==> src/rtl/ssp_pkg.sv <==
// Shared SSP package: default FIFO geometry, timeout length and a clog2 helper
// for tools that lack $clog2.
package ssp_pkg;

  localparam int SSP_DATA_W       = 32'sd8;
  localparam int SSP_RXFIFO_DEPTH = 32'sd8;
  localparam int SSP_RX_TIMEOUT   = 32'sd32;

  function automatic int clog2(input int value);
    int res;
    int rem;
    res = 32'sd0;
    rem = value - 32'sd1;
    while (rem > 32'sd0) begin
      res = res + 32'sd1;
      rem = rem >>> 32'sd1;
    end
    return res;
  endfunction

endpackage

==> src/rtl/ssp_rx_fifo_wm_if.sv <==
// Shifter-side push and APB read-path signals of the SSP receive FIFO.
interface ssp_rx_fifo_wm_if
  import ssp_pkg::*;
#(
  parameter int DATA_W = SSP_DATA_W
);
  logic              PSEL;
  logic              PWRITE;
  logic [DATA_W-1:0] PRDATA;
  logic              rd_valid;
  logic [DATA_W-1:0] RxData;
  logic              write_ready;

  modport master (
    output PSEL, PWRITE, RxData, write_ready,
    input  PRDATA, rd_valid
  );

  modport slave (
    input  PSEL, PWRITE, RxData, write_ready,
    output PRDATA, rd_valid
  );
endinterface

==> src/rtl/ssp_fifo_mem.sv <==
// FIFO storage: one write port and a registered read port, no reset so the
// array maps onto plain RAM/flops without clear logic.
module ssp_fifo_mem
  import ssp_pkg::*;
#(
  parameter int DATA_W = SSP_DATA_W,
  parameter int DEPTH  = SSP_RXFIFO_DEPTH,
  localparam int AW    = $clog2(DEPTH)
) (
  input  logic              clk,
  input  logic              we,
  input  logic [AW-1:0]     waddr,
  input  logic [DATA_W-1:0] wdata,
  input  logic              re,
  input  logic [AW-1:0]     raddr,
  output logic [DATA_W-1:0] rdata_r
);

  logic [DATA_W-1:0] mem_r [DEPTH];

  // Write port
  always_ff @(posedge clk) begin
    if (we) begin
      mem_r[waddr] <= wdata;
    end
  end

  // Registered read port; a simultaneous write to the same slot returns the old entry
  always_ff @(posedge clk) begin
    if (re) begin
      rdata_r <= mem_r[raddr];
    end
  end

endmodule

==> src/rtl/ssp_rx_fifo_wm.sv <==
// SSP receive FIFO with watermark, sticky overrun and receive-timeout interrupts.
// Pointers, occupancy, flags and the timeout counter live here; storage is in ssp_fifo_mem.
module ssp_rx_fifo_wm
  import ssp_pkg::*;
#(
  parameter int DATA_W  = SSP_DATA_W,
  parameter int DEPTH   = SSP_RXFIFO_DEPTH,
  parameter int TIMEOUT = SSP_RX_TIMEOUT,
  localparam int CNT_W  = $clog2(DEPTH) + 1
) (
  input  logic               PCLK,
  input  logic               CLEAR_B,
  ssp_rx_fifo_wm_if.slave    bus,
  input  logic [CNT_W-1:0]   rx_thresh,
  input  logic               ror_clr,
  output logic [CNT_W-1:0]   rx_count,
  output logic               fifo_empty,
  output logic               fifo_full,
  output logic               SSPRXINTR,
  output logic               SSPRORINTR,
  output logic               SSPRTINTR
);

  localparam int PTR_W  = $clog2(DEPTH);
  localparam int IDLE_W = clog2(TIMEOUT + 1);
  localparam logic [CNT_W-1:0]  DEPTH_C   = CNT_W'(DEPTH);
  localparam logic [IDLE_W-1:0] TIMEOUT_C = IDLE_W'(TIMEOUT);

  logic [PTR_W-1:0]  wptr_r;
  logic [PTR_W-1:0]  rptr_r;
  logic [CNT_W-1:0]  count_r;
  logic [IDLE_W-1:0] idle_r;
  logic              rd_valid_r;
  logic              ror_r;
  logic [DATA_W-1:0] mem_rdata_r;

  logic empty_s;
  logic full_s;
  logic push_s;
  logic pop_s;
  logic ovr_s;

  // A threshold of zero, or one beyond the depth, means "interrupt only when full"
  function automatic logic [CNT_W-1:0] eff_thresh(input logic [CNT_W-1:0] th);
    if ((th == {CNT_W{1'b0}}) || (th > DEPTH_C)) begin
      return DEPTH_C;
    end else begin
      return th;
    end
  endfunction

  // Push/pop/overrun decode; a pop frees the slot a same-cycle push lands in
  always_comb begin
    empty_s = (count_r == {CNT_W{1'b0}});
    full_s  = (count_r == DEPTH_C);
    pop_s   = bus.PSEL && !bus.PWRITE && !empty_s;
    push_s  = bus.write_ready && (!full_s || pop_s);
    ovr_s   = bus.write_ready && full_s && !pop_s;
  end

  ssp_fifo_mem #(
    .DATA_W (DATA_W),
    .DEPTH  (DEPTH)
  ) u_mem (
    .clk     (PCLK),
    .we      (push_s),
    .waddr   (wptr_r),
    .wdata   (bus.RxData),
    .re      (pop_s),
    .raddr   (rptr_r),
    .rdata_r (mem_rdata_r)
  );

  // Pointers and occupancy
  always_ff @(posedge PCLK or negedge CLEAR_B) begin
    if (!CLEAR_B) begin
      wptr_r  <= {PTR_W{1'b0}};
      rptr_r  <= {PTR_W{1'b0}};
      count_r <= {CNT_W{1'b0}};
    end else begin
      if (push_s) begin
        wptr_r <= wptr_r + PTR_W'(1'b1);
      end
      if (pop_s) begin
        rptr_r <= rptr_r + PTR_W'(1'b1);
      end
      case ({push_s, pop_s})
        2'b10:   count_r <= count_r + CNT_W'(1'b1);
        2'b01:   count_r <= count_r - CNT_W'(1'b1);
        default: count_r <= count_r;
      endcase
    end
  end

  // Read strobe and sticky overrun; a new drop outranks a same-cycle clear
  always_ff @(posedge PCLK or negedge CLEAR_B) begin
    if (!CLEAR_B) begin
      rd_valid_r <= 1'b0;
      ror_r      <= 1'b0;
    end else begin
      rd_valid_r <= pop_s;
      if (ovr_s) begin
        ror_r <= 1'b1;
      end else if (ror_clr) begin
        ror_r <= 1'b0;
      end
    end
  end

  // Idle counter for the receive timeout, saturating at TIMEOUT
  always_ff @(posedge PCLK or negedge CLEAR_B) begin
    if (!CLEAR_B) begin
      idle_r <= {IDLE_W{1'b0}};
    end else if (push_s || pop_s || empty_s) begin
      idle_r <= {IDLE_W{1'b0}};
    end else if (idle_r != TIMEOUT_C) begin
      idle_r <= idle_r + IDLE_W'(1'b1);
    end
  end

  // Outputs are decoded from registers only
  always_comb begin
    bus.PRDATA   = rd_valid_r ? mem_rdata_r : {DATA_W{1'b0}};
    bus.rd_valid = rd_valid_r;
    rx_count     = count_r;
    fifo_empty   = empty_s;
    fifo_full    = full_s;
    SSPRXINTR    = (count_r >= eff_thresh(rx_thresh));
    SSPRORINTR   = ror_r;
    SSPRTINTR    = (idle_r == TIMEOUT_C) && !empty_s;
  end

endmodule

==> src/flat_wrapper.sv <==
// flat-port wrapper written by rule: the top's interface ports become plain ports
module ssp_rx_fifo_wm_flat import ssp_pkg::*;
#(
  parameter int DATA_W  = SSP_DATA_W,
  parameter int DEPTH   = SSP_RXFIFO_DEPTH,
  parameter int TIMEOUT = SSP_RX_TIMEOUT,
  localparam int CNT_W  = $clog2(DEPTH) + 1
)
  (PCLK, CLEAR_B, rx_thresh, ror_clr, rx_count, fifo_empty, fifo_full, SSPRXINTR, SSPRORINTR, SSPRTINTR, bus_PSEL, bus_PWRITE, bus_RxData, bus_write_ready, bus_PRDATA, bus_rd_valid);
  ssp_rx_fifo_wm_if #(.DATA_W(DATA_W)) bus_i ();
  input  logic PCLK;
  input  logic CLEAR_B;
  input  logic [CNT_W-1:0] rx_thresh;
  input  logic ror_clr;
  output logic [CNT_W-1:0] rx_count;
  output logic fifo_empty;
  output logic fifo_full;
  output logic SSPRXINTR;
  output logic SSPRORINTR;
  output logic SSPRTINTR;
  input wire logic [$bits(bus_i.PSEL)-1:0] bus_PSEL;
  input wire logic [$bits(bus_i.PWRITE)-1:0] bus_PWRITE;
  input wire logic [$bits(bus_i.RxData)-1:0] bus_RxData;
  input wire logic [$bits(bus_i.write_ready)-1:0] bus_write_ready;
  output wire logic [$bits(bus_i.PRDATA)-1:0] bus_PRDATA;
  output wire logic [$bits(bus_i.rd_valid)-1:0] bus_rd_valid;
  assign bus_i.PSEL = bus_PSEL;
  assign bus_i.PWRITE = bus_PWRITE;
  assign bus_i.RxData = bus_RxData;
  assign bus_i.write_ready = bus_write_ready;
  assign bus_PRDATA = bus_i.PRDATA;
  assign bus_rd_valid = bus_i.rd_valid;
  ssp_rx_fifo_wm #(.DATA_W(DATA_W), .DEPTH(DEPTH), .TIMEOUT(TIMEOUT)) u_core (.PCLK(PCLK), .CLEAR_B(CLEAR_B), .bus(bus_i), .rx_thresh(rx_thresh), .ror_clr(ror_clr), .rx_count(rx_count), .fifo_empty(fifo_empty), .fifo_full(fifo_full), .SSPRXINTR(SSPRXINTR), .SSPRORINTR(SSPRORINTR), .SSPRTINTR(SSPRTINTR));
endmodule
==> config.mk <==
export PLATFORM = sky130hd
export DESIGN_NAME = ssp_rx_fifo_wm_flat
export DESIGN_NICKNAME = d
export VERILOG_FILES = /design/src/rtl/ssp_pkg.sv /design/src/rtl/ssp_rx_fifo_wm_if.sv /design/src/rtl/ssp_fifo_mem.sv /design/src/rtl/ssp_rx_fifo_wm.sv /design/src/flat_wrapper.sv
export SDC_FILE = /design/constraint.sdc
export NUM_CORES = 1
export LEC_CHECK = 0
export ABC_AREA = 1
export CAP_MARGIN = 0
export CORE_ASPECT_RATIO = 1.5
export CORE_MARGIN = 3
export CORE_UTILIZATION = 34
export DETAILED_ROUTE_END_ITERATION = 12
export PLACE_DENSITY_LB_ADDON = 0.12
export REMOVE_ABC_BUFFERS = 1
export SLEW_MARGIN = 40
export SYNTH_ARGS = -nofsm -noshare
export SYNTH_HDL_FRONTEND = slang
export SYNTH_SLANG_ARGS = --single-unit
==> constraint.sdc <==
create_clock -name PCLK -period 2.5 [get_ports PCLK]
set_clock_uncertainty 0.2 [all_clocks]
set_input_delay 0.625 -clock PCLK [delete_from_list [all_inputs] [get_ports PCLK]]
set_output_delay 0.625 -clock PCLK [all_outputs]
set_load 0.05 [all_outputs]
-- Word-level counts from Yosys, hierarchy flattened
Memory sizes are Yosys's and may differ from the RTL's. A register that Yosys moved wholly into a read port is not among the register bits.
Cells that the tools add are included.
- register bits: 18
- bits in latches: 0
- memory bits (writable): 64
- bits in read-only memories: 0
- input port bits: 18
- output and inout bits: 18
- word-level logic and storage cells: 47
- memories: 1
- $add $sub $neg: 5
- $mul: 0
- divide/modulo/power cells: 0
- $lt $le $gt $ge: 2
- equal/unequal tests: 5
- shifts and indexed selects: 0
- muxes and demuxes: 9
- bitwise operators: 0
- reductions and logical operators: 19
- memories (memory ; depth ; bits a word ; rd ports ; clocked after Yosys merged registers in ; write ports ; line ; text):
    u_core.u_mem.mem_r ; 8 ; 8 ; 1 ; 1 ; 1 ; ssp_fifo_mem.sv:19 ; logic [DATA_W-1:0] mem_r [DEPTH];
- operators by type and width (kind ; count):
    two-way mux 6 bit ; 2
    logical NOT 4 bit ; 2
    two-way mux 8 bit ; 1
    case mux 4 bit (2 select lines) ; 1
    adder 3 x 1 -> 3 bit, second input constant ; 2
    adder 6 x 1 -> 6 bit, second input constant ; 1
    equality test 6 bit, second input constant ; 1
    logical AND 1 bit ; 6
    inequality test 6 bit, second input constant ; 1
    nonzero test 2 bit ; 3
    adder 4 x 1 -> 4 bit, second input constant ; 1
    equality test 4 bit, second input constant ; 1
    greater-or-equal comparator 4 bit ; 1
    > comparator 4 bit, second input constant ; 1
    logical NOT 1 bit ; 4
    logical OR 1 bit ; 4
    two-way mux 1 bit ; 4
    two-way mux 4 bit ; 1
    subtractor 4 x 1 -> 4 bit, second input constant ; 1
    equality test 2 x 1 -> 1 bit, second input constant ; 1
    equality test 2 bit, second input constant ; 1

-- Longest topological paths before layout
Gate-level depths: netlist of the first run.
- depth after elaboration: 8
- gate-level depth with buffers: 14

-- Hierarchy
A second synthesis of the first run with hierarchy kept.
- cell total of the unflattened synthesis: 443
- area, all modules: 4307.9 µm²
- modules (own cells, without submodules) (module ; instances ; cells each ; area an instance (µm²) ; sequential area each (µm²)):
    ssp_fifo_mem ; 1 ; 303 ; 3130.5 ; 2162.1
    ssp_rx_fifo_wm ; 1 ; 140 ; 1177.4 ; 450.4

-- Least setup slack after synthesis of the first run
OpenSTA, ideal clock, no wires.
- path type: in2out
- from: in rx_thresh[0]
- to: out SSPRXINTR
- arrival: 2.044 ns
- data required time: 1.675 ns
- setup slack: -0.369 ns
- cell stages on the path: 10
- cells stage by stage: nor2_1 > inv_1 > or2_0 > nor2_1 > o21ai_1 > ha_1 > inv_1 > nor2_1 > o211ai_1 > nand3_1
- cells in the longest elaborated chain, start to end: 4
- elaborated cells between the ends (all ways): 5
- those cells by class: 2 x order compare; 1 x mux; 2 x reduce/logical
- RTL lines (what ; line ; text):
    start, declared ; flat_wrapper.sv:13 ; input logic [CNT_W-1:0] rx_thresh;
    > comparator 4 bit / logical NOT 4 bit (equally long branches) ; ssp_rx_fifo_wm.sv:45 ; if ((th == {CNT_W{1'b0}}) || (th > DEPTH_C)) begin
    logical OR 1 bit ; ssp_rx_fifo_wm.sv:45 ;
    two-way mux 4 bit * ; ssp_rx_fifo_wm.sv:45 ;
    greater-or-equal comparator 4 bit * ; ssp_rx_fifo_wm.sv:128 ; SSPRXINTR = (count_r >= eff_thresh(rx_thresh));
    end, declared ; flat_wrapper.sv:18 ; output logic SSPRXINTR;
Every way passes the cells marked *; elsewhere a longest branch is shown, timed or not.

-- Final worst setup path of the first run
Ends and elaborated chain as after synthesis.

==> results of run 1 <==
-- path summary, 6_finish.rpt --
check	start	endpoint	slack, ns	cells past startpoint
max	rx_thresh[0]	SSPRXINTR	-0.46	13
min	u_core.wptr_r[0]	u_core.wptr_r[0]	0.31	2
max reg2reg	u_core.rx_count[1]	u_core.rx_count[2]	0.25	13
min reg2reg	u_core.wptr_r[0]	u_core.wptr_r[0]	0.31	2
max in group asynchronous	CLEAR_B	u_core.rx_count[2]	1.47	2
min in group asynchronous	CLEAR_B	u_core.idle_r[1]	0.42	2
-- report_power, final --
| group | total (mW) | switching, mW | internal, mW | leakage [nW] |
|---|---|---|---|---|
| Combinational | 2.23 | 1.40 | 0.830 | 1.09 |
| Clock | 1.26 | 0.562 | 0.703 | 0.141 |
| Sequential | 2.13 | 0.191 | 1.94 | 0.886 |
-- registers in the layout, summed over array words and instances, names as in the netlist --
name and cells:
u_core.u_mem.mem_r 64, u_core.u_mem.rdata_r 8, u_core.idle_r 6, u_core.rx_count 4
u_core.rptr_r 3, u_core.wptr_r 3, u_core.SSPRORINTR 1, u_core.bus.rd_valid 1
-- stage by stage --
stage	worst slack, ns	TNS (ns)	std cells
finish	-0.457	-0.457	597
global route	-0.578	-0.578	597
CTS	-0.521	-0.521	595
detailed placement	-0.803	-8.75	579
global placement	-0.776	-8.92	579
floorplan	-0.369	-0.820	356
-- timing repair --
item	4_1_cts	5_1_grt
gates resized for setup	17	5
buffers inserted	0	2
pin swaps	9	8
gates cloned	0	0
endpoints found under the setup margin	2	4
-- critical path, stage by stage --
cell and delay (ns):
sky130_fd_sc_hd__buf_6 0.10, sky130_fd_sc_hd__nor2_2 0.09, sky130_fd_sc_hd__inv_1 0.03, sky130_fd_sc_hd__or2_1 0.23, sky130_fd_sc_hd__inv_1 0.08, sky130_fd_sc_hd__nor2_2 0.05, sky130_fd_sc_hd__o21ai_2 0.11, sky130_fd_sc_hd__ha_1 0.25
sky130_fd_sc_hd__inv_1 0.06, sky130_fd_sc_hd__nor2_1 0.03, sky130_fd_sc_hd__o211ai_1 0.15, sky130_fd_sc_hd__nand3_1 0.14, sky130_fd_sc_hd__buf_12 0.18
-- cell type report --
type	count	area, µm²	share of cell area (%)
Sequential cell	90	2610	51.1
Multi-Input combinational cell	233	1250	24.4
Timing Repair Buffer	75	666	13.0
Clock buffer	10	239	4.67
Tap cell	150	188	3.67
Inverter	33	124	2.42
Clock inverter	6	40.0	0.783
-- cell families after synthesis --
logic type,count (synthesis)
AO/OA/AOI/OAI,62
adder cells (fa/ha/maj),12
flip-flops,90
XOR/XNOR,8
buffers and inverters,44
AND/OR/NAND/NOR,151
-- per-layer routing --
| layer | vias up | share of wire, % |
|---|---|---|
| met5 | - | 0 |
| met4 | 0 | 1.9 |
| met3 | 12 | 3.6 |
| met2 | 48 | 52 |
| met1 | 1255 | 43 |
| li1 | 1392 | - |
-- Yosys cell counts, types with 2 or more instances --
library cell,n
sky130_fd_sc_hd__nor3_2,4
sky130_fd_sc_hd__nor2_4,2
sky130_fd_sc_hd__nand2_4,2
sky130_fd_sc_hd__o21ai_1,37
sky130_fd_sc_hd__inv_1,27
sky130_fd_sc_hd__a21oi_1,4
sky130_fd_sc_hd__ha_1,12
sky130_fd_sc_hd__o21ai_0,18
sky130_fd_sc_hd__nand4_1,2
sky130_fd_sc_hd__edfxtp_1,72
sky130_fd_sc_hd__nor3_1,2
sky130_fd_sc_hd__nand3_1,10
sky130_fd_sc_hd__clkbuf_1,2
sky130_fd_sc_hd__nand2_2,3
sky130_fd_sc_hd__xnor2_1,3
sky130_fd_sc_hd__nor2_1,64
sky130_fd_sc_hd__inv_2,6
sky130_fd_sc_hd__xor2_1,5
sky130_fd_sc_hd__dfrtp_1,18
sky130_fd_sc_hd__buf_2,7
sky130_fd_sc_hd__nand2_1,57
==> results by group, run 1 <==
Outcome
  – Outcome: finished with violations
  – Violated checks: negative setup slack

GRT
  – Wire length of the first global-routing pass: 13300 µm
  – Global routing usage on met1: 15.8%
  – Overall Global Routing Usage: 13.4%
  – Met2 Usage GRT: 23.0%
  – Initial antenna violation count: 0
  – Overflow left after global routing: 0
  – Via count of the first global-routing pass: 2629
  – Largest net degree at the start of global routing: 34
  – Layer carrying the most global-route usage: met2
  – Met3 usage in global routing: 2.50%

Routing
  – Wirelength per Cell: 13.9 µm
  – Detailed router's first-iteration violation count: 146
  – Router iterations before antenna repair: 4
  – Number of vias in the routed layout: 2707
  – Post-route ant nets: 0
  – Wirelength, routed: 8320 µm
  – Count of unresolved DRC violations after routing: 0
  – Average vias per placed instance: 4.53

Setup path
  – Crit path kind: input pin to output pin
  – Data arrival time of the critical path: 2.13 ns
  – Startpoint type of the worst setup path: input pin
  – Endpoint required time on the critical path: 1.67 ns
  – Kind of capture point of the worst setup path: output pin
  – Peak fanout along the critical path: 3

Placed design
  – Count of input and output buffers: 35
  – Post-detail-place hpwl: 5690 µm
  – Placed Area: 4800 µm²
  – Routability-driven placement congestion ratio: 0.758

Synth
  – Cell variety after synth: 31
  – Cell count after synthesis: 367
  – Count of flip-flops with a built-in enable after synthesis: 72
  – Simple-gate portion of the synthesized area: 17.2%
  – Adder-Cell Fraction of Synth Area: 3.73%
  – Synthesis Warnings: 0
  – Cell taking the most area after synthesis: sky130_fd_sc_hd__edfxtp_1
  – Mean area per synthesized cell: 11.0 µm²
  – Area fraction in compound gates after synthesis: 7.94%
  – Number of flip-flops and latches in the synthesized netlist: 90
  – Syn Std Cell Area: 4020 µm²
  – Dominant combinational cell family by area after synthesis: simple AND/OR/NAND/NOR gates
  – Area share of the leading cell type in the synthesized netlist: 53.8%
  – Sequential fraction of the synthesis area: 65.0%
  – Async S/R FF share, synth: 20.0%
  – XOR/XNOR Fraction of Synth Area: 1.74%
  – Leading cell types by total area after synthesis: sky130_fd_sc_hd__edfxtp_1 54%, sky130_fd_sc_hd__dfrtp_1 11%, sky130_fd_sc_hd__nor2_1 6.0%, sky130_fd_sc_hd__nand2_1 5.3%, sky130_fd_sc_hd__o21ai_1 4.6%
  – Mux share of post-synthesis cell area: 0%
  – Main synth FF type: sky130_fd_sc_hd__edfxtp_1

Cells and area
  – Commonest non-fill, non-tap cell in the layout: sky130_fd_sc_hd__edfxtp_1
  – Final core occ: 44.4%
  – Number of filler cells placed in the layout: 1105
  – Number of diodes added for antenna fixing: 0
  – Commonest cells after routing, fill and taps aside: 72 x sky130_fd_sc_hd__edfxtp_1, 59 x sky130_fd_sc_hd__nor2_1, 57 x sky130_fd_sc_hd__nand2_1, 51 x sky130_fd_sc_hd__buf_4, 36 x sky130_fd_sc_hd__o21ai_1
  – Number of nets in the finished design: 472
  – Share of cells above drive strength 1: 22.1%
  – Area added between synthesis and finish: 27.2%
  – Final Cell Area: 5110 µm²

STA
  – Share of the clock period used by the worst path: 118%
  – Final slew viol count: 0
  – Final setup vio count: 1
  – Tightest slew margin relative to the limit: 58.8%
  – Slew at the pin closest to its max-slew limit: 0.617 ns
  – Tmin final: 2.96 ns
  – Peak Freq: 338 MHz
  – Hold Fails Final Rpt: 0
  – Unrepaired setup endpoints after global routing: yes
  – Worst Setup Slack, final: -0.457 ns
  – Post-Route Hold Slack: 0.311 ns

Floorplanning
  – Effective utilization at floorplan: 34.9%
  – Die Ht: 139 µm
  – Full die area: 13200 µm²
  – Number of cell rows: 48
  – Width of the die: 94.8 µm
  – I/O pin total: 36
  – Core footprint: 11500 µm²

Pwr
  – VDD IR-drop max: 0.666 mV
  – Static leakage: 2.12 nW
  – Power per cell area: 1100 nW/µm²
  – Total power draw: 5.63 mW

Clocking
  – Sinks on Clock Net: 90
  – Number of H-tree levels: 3
  – Number of clock buffers inserted by TritonCTS: 9
  – Cts-stage hold buffer count: 0
  – Clock tree from TritonCTS: yes
  – Clock tree root driver cell: sky130_fd_sc_hd__clkbuf_16
  – Clock transition at the register clock pins on the worst setup and hold paths after CTS: 0.06 ns
  – Maximum root-to-sink buffer count: 2
  – Clock latency at the later pin of the worst-skew pair: 0.34 ns

Min path
  – Min-Delay Path Class: flop to flop

Flow run
  – MaxCap Viol Count: 0
Note: power is estimated with default switching activity, not from simulation.
==> run 2, diff against run 1 <==
--- a/config.mk
+++ b/config.mk
@@ -5,15 +5,13 @@
 export SDC_FILE = /design/constraint.sdc
 export NUM_CORES = 1
 export LEC_CHECK = 0
-export ABC_AREA = 1
-export CAP_MARGIN = 0
+export ABC_AREA = 0
 export CORE_ASPECT_RATIO = 1.5
 export CORE_MARGIN = 3
 export CORE_UTILIZATION = 34
 export DETAILED_ROUTE_END_ITERATION = 12
 export PLACE_DENSITY_LB_ADDON = 0.12
 export REMOVE_ABC_BUFFERS = 1
-export SLEW_MARGIN = 40
 export SYNTH_ARGS = -nofsm -noshare
 export SYNTH_HDL_FRONTEND = slang
 export SYNTH_SLANG_ARGS = --single-unit
==> run 2 against run 1 <==
  * The flow now finishes without violations
  * Via count down 23%
  * Worst setup slack improved by 0.47 ns
  * Critical endpoint unchanged
  * Highest routed layer unchanged
  * Global-route usage down 0.45 points
  * Die area shrank 3.3%
  * Combinational power down 19%
  * Count of clock-buffer cells in the layout increased by 1
==> results by group, run 2 <==
Setup path
  – Crit path kind: input pin to output pin
  – Slowest cell on crit path: sky130_fd_sc_hd__ha_4
  – Cells on worst reg2reg path: 9 (-4)
  – WP buf/inv: 2 (-3)
  – Critical R2R Launch: u_core.rx_count[0]
  – Terminus of the critical flop-to-flop path: u_core.rx_count[3]
  – Data arrival time of the critical path: 1.66 ns (-0.47 ns)
  – Crit path max-delay family: compound AO/OA/AOI/OAI gates
  – Worst setup path endpoint: SSPRXINTR
  – Peak fanout along the critical path: 3 (unchanged)
  – Endpoint required time on the critical path: 1.67 ns (about the same)
  – Kind of capture point of the worst setup path: output pin
  – Peak per-stage delay on the critical path: 0.25 ns (about the same)
  – Instance count on the critical path: 7 (-6)
  – Startpoint type of the worst setup path: input pin
  – Startpoint of the worst setup timing path: rx_thresh[3]
  – Crit-path cells: buf_8, nand2b_4, ha_4, a21boi_2, o21ai_1, a21oi_2, buf_12
  – Setup slack, reg-to-reg: 0.16 ns (-0.09 ns)

Routing
  – Detailed router's first-iteration violation count: 86 (-41%)
  – Router iterations before antenna repair: 4 (unchanged)
  – Number of vias in the routed layout: 2078 (-23%)
  – Wirelength per Cell: 16.9 µm (+22%)
  – Post-route ant nets: 0 (unchanged)
  – Wirelength, routed: 7470 µm (-10%)
  – Average vias per placed instance: 4.71 (+3.9%)
  – Count of unresolved DRC violations after routing: 0 (unchanged)

Placed design
  – Placed Area: 4590 µm² (-4.4%)
  – Routability-driven placement congestion ratio: 0.725 (-4.4%)
  – Count of input and output buffers: 35 (unchanged)
  – Post-detail-place hpwl: 4920 µm (-14%)

STA
  – Final slew viol count: 0 (unchanged)
  – Slew at the pin closest to its max-slew limit: 0.761 ns (+0.145 ns)
  – Tmin final: 2.49 ns (-0.468 ns)
  – Tightest slew margin relative to the limit: 49.2% (-9.6 points)
  – Share of the clock period used by the worst path: 99.6% (-19 points)
  – Peak Freq: 402 MHz (+19%)
  – Hold Fails Final Rpt: 0 (unchanged)
  – Final setup TNS: 0 ns (+0.457 ns)
  – Unrepaired setup endpoints after global routing: yes
  – Final setup vio count: 0 (-1)

Floorplanning
  – Effective utilization at floorplan: 34.9% (+0.057 points)
  – Full die area: 12800 µm² (-3.3%)
  – Core footprint: 11100 µm² (-3.6%)
  – Die Ht: 137 µm (-1.7%)
  – I/O pin total: 36 (unchanged)
  – Width of the die: 93.2 µm (-1.6%)
  – Number of cell rows: 47 (-2.1%)

Cells and area
  – Number of diodes added for antenna fixing: 0 (unchanged)
  – Area added between synthesis and finish: 28.8%
  – Commonest non-fill, non-tap cell in the layout: sky130_fd_sc_hd__edfxtp_1
  – Share of cells above drive strength 1: 31.6% (+9.5 points)
  – Largest registers: u_core.u_mem.mem_r x64, u_core.u_mem.rdata_r x8, u_core.idle_r x6
  – Final Cell Area: 5000 µm² (-2.3%)
  – Register with the most flip-flops: u_core.u_mem.mem_r
  – Number of flip-flops under the largest register name: 64 (unchanged)
  – Final core occ: 45.0% (+0.63 points)
  – Number of nets in the finished design: 319 (-32%)
  – Commonest cells after routing, fill and taps aside: 72 x sky130_fd_sc_hd__edfxtp_1, 41 x sky130_fd_sc_hd__buf_4, 16 x sky130_fd_sc_hd__mux4_1, 15 x sky130_fd_sc_hd__dfrtp_1, 14 x sky130_fd_sc_hd__clkdlybuf4s50_1

Synth
  – Number of flip-flops and latches in the synthesized netlist: 90 (unchanged)
  – Count of flip-flops with a built-in enable after synthesis: 72 (unchanged)
  – Mean area per synthesized cell: 17.6 µm² (+60%)
  – Leading cell types by total area after synthesis: sky130_fd_sc_hd__edfxtp_1 56%, sky130_fd_sc_hd__dfrtp_1 12%, sky130_fd_sc_hd__mux4_1 11%, sky130_fd_sc_hd__ha_1 3.9%, sky130_fd_sc_hd__mux2_2 3.2%
  – Sequential fraction of the synthesis area: 67.3% (+2.3 points)
  – Synthesis Warnings: 0 (unchanged)
  – Cell variety after synth: 33 (+6.5%)
  – Main synth FF type: sky130_fd_sc_hd__edfxtp_1
  – Cell taking the most area after synthesis: sky130_fd_sc_hd__edfxtp_1
  – Async S/R FF share, synth: 20.0% (unchanged)
  – Cell with the most instances after synthesis: sky130_fd_sc_hd__edfxtp_1
  – Syn Std Cell Area: 3880 µm² (-3.5%)
  – Area share of the leading cell type in the synthesized netlist: 55.7% (+1.9 points)
  – Leading cell types by count after synthesis: 72 x sky130_fd_sc_hd__edfxtp_1, 18 x sky130_fd_sc_hd__dfrtp_1, 16 x sky130_fd_sc_hd__mux4_1
  – Cell count after synthesis: 221 (-40%)

Min path
  – Min-Delay Path Class: flop to flop

Clocking
  – Maximum root-to-sink buffer count: 2 (unchanged)
  – Clock tree root driver cell: sky130_fd_sc_hd__clkbuf_16
  – Number of H-tree levels: 3 (unchanged)
  – Sinks on Clock Net: 90 (unchanged)
  – Clock tree from TritonCTS: yes
  – Clock latency at the later pin of the worst-skew pair: 0.34 ns (about the same)
  – Number of clock buffers inserted by TritonCTS: 9 (unchanged)
  – Cts-stage hold buffer count: 0 (unchanged)
  – Clock transition at the register clock pins on the worst setup and hold paths after CTS: 0.06 ns (about the same)

GRT
  – Largest net degree at the start of global routing: 19 (-44%)
  – Via count of the first global-routing pass: 2210 (-16%)
  – Initial antenna violation count: 0 (unchanged)
  – Overflow left after global routing: 0 (unchanged)
  – Wire length of the first global-routing pass: 11800 µm (-11%)
  – Overall Global Routing Usage: 13.0% (-0.45 points)

Pwr
  – VDD IR-drop max: 0.796 mV (+19%)
  – Power per cell area: 1090 nW/µm² (-0.85%)
  – Static leakage: 1.86 nW (-12%)
  – Total power draw: 5.45 mW (-3.1%)

Flow run
  – MaxCap Viol Count: 0 (unchanged)

Outcome
  – Outcome: completed
[run 2: changes by cell type in the layout (fill, tap and decap cells not counted), sizes merged, moves of 9 or more]
cell | previous run | this run
mux2 | 0 | 11
nand2 | 63 | 8
inv | 35 | 7
nor2 | 66 | 12
o21ai | 56 | 4
mux4 | 0 | 16
and2 | 0 | 9
[run 2: logic make-up after synthesis]
family / Yosys count / synth area share, %
XOR/XNOR: 14 / 3.16
flip-flops: 90 / 67.3
adder cells (fa/ha/maj): 12 / 3.87
AND/OR/NAND/NOR: 56 / 8.28
AO/OA/AOI/OAI: 8 / 1.16
buffers and inverters: 13 / 1.93
multiplexers: 28 / 14.3
[run 2: repair_timing]
action / CTS / global route
setup endpoints to repair: 1 / 5
gates resized for setup: 28 / 9
pin swaps: 7 / 6
buffers inserted: 2 / 1
[run 2: worst min path at each step]
| stage | startpoint | to | slack, ns | cells past startpoint |
|---|---|---|---|---|
| 6_report | u_core.SSPRORINTR | u_core.SSPRORINTR | 0.33 | 2 |
| 5_1_grt | u_core.idle_r[5] | u_core.idle_r[5] | 0.36 | 2 |
| 4_1_cts | u_core.SSPRORINTR | u_core.SSPRORINTR | 0.33 | 2 |
| 3_5_place_dp | u_core.SSPRORINTR | u_core.SSPRORINTR | 0.32 | 2 |
| 2_1_floorplan | CLEAR_B | u_core.SSPRORINTR | 0.13 | 0 |
| 3_3_place_gp | u_core.SSPRORINTR | u_core.SSPRORINTR | 0.32 | 2 |
[run 2: where the power goes]
group          switching [mW]  leakage [nW]  internal, mW
clock                   0.529         0.154         0.876
sequential              0.276         0.879          1.96
combinational           0.888         0.831         0.926
[run 2: final cells by class]
class                      count  area, µm²
clock buffer                  11        233
clock inverter                 5       78.8
fill                         986       6110
inverter                       6       22.5
multi-input combinational    118       1280
sequential                    90       2620
tap                          147        184
timing repair buffer          64        584
[run 2: worst min-delay path, stage by stage (launching register included)]
cell and delay (ns):
sky130_fd_sc_hd__dfrtp_1 0.38, sky130_fd_sc_hd__inv_1 0.05, sky130_fd_sc_hd__o21ai_0 0.06
[run 2: through the flow]
| stage | std cells | hold WS [ns] | setup slack, ns |
|---|---|---|---|
| after global routing | 441 | 0.361 | -0.0588 |
| final | 441 | 0.328 | 0.0106 |
| after floorplan | 214 | 0.129 | -1.05 |
| after CTS | 440 | 0.331 | -0.0413 |
| after detailed placement | 422 | 0.319 | -0.481 |
| after global placement | 422 | 0.318 | -0.484 |
[run 2: layer usage]
| metal | global-route usage [%] | routed length, µm | vias up |
|---|---|---|---|
| met1 | 13.7 | 2910 | 1043 |
| li1 | - | - | 984 |
| met5 | 0 | 0 | - |
| met4 | 5.87 | 165 | 0 |
| met3 | 2.97 | 270 | 12 |
| met2 | 24.1 | 4130 | 39 |
==> run 3, diff against run 2 <==
--- a/config.mk
+++ b/config.mk
@@ -12,6 +12,7 @@
 export DETAILED_ROUTE_END_ITERATION = 12
 export PLACE_DENSITY_LB_ADDON = 0.12
 export REMOVE_ABC_BUFFERS = 1
+export SLEW_MARGIN = 20
 export SYNTH_ARGS = -nofsm -noshare
 export SYNTH_HDL_FRONTEND = slang
 export SYNTH_SLANG_ARGS = --single-unit
==> results of run 3 <==
No change in the layout: final DEF, timing and power equal those of run 2.
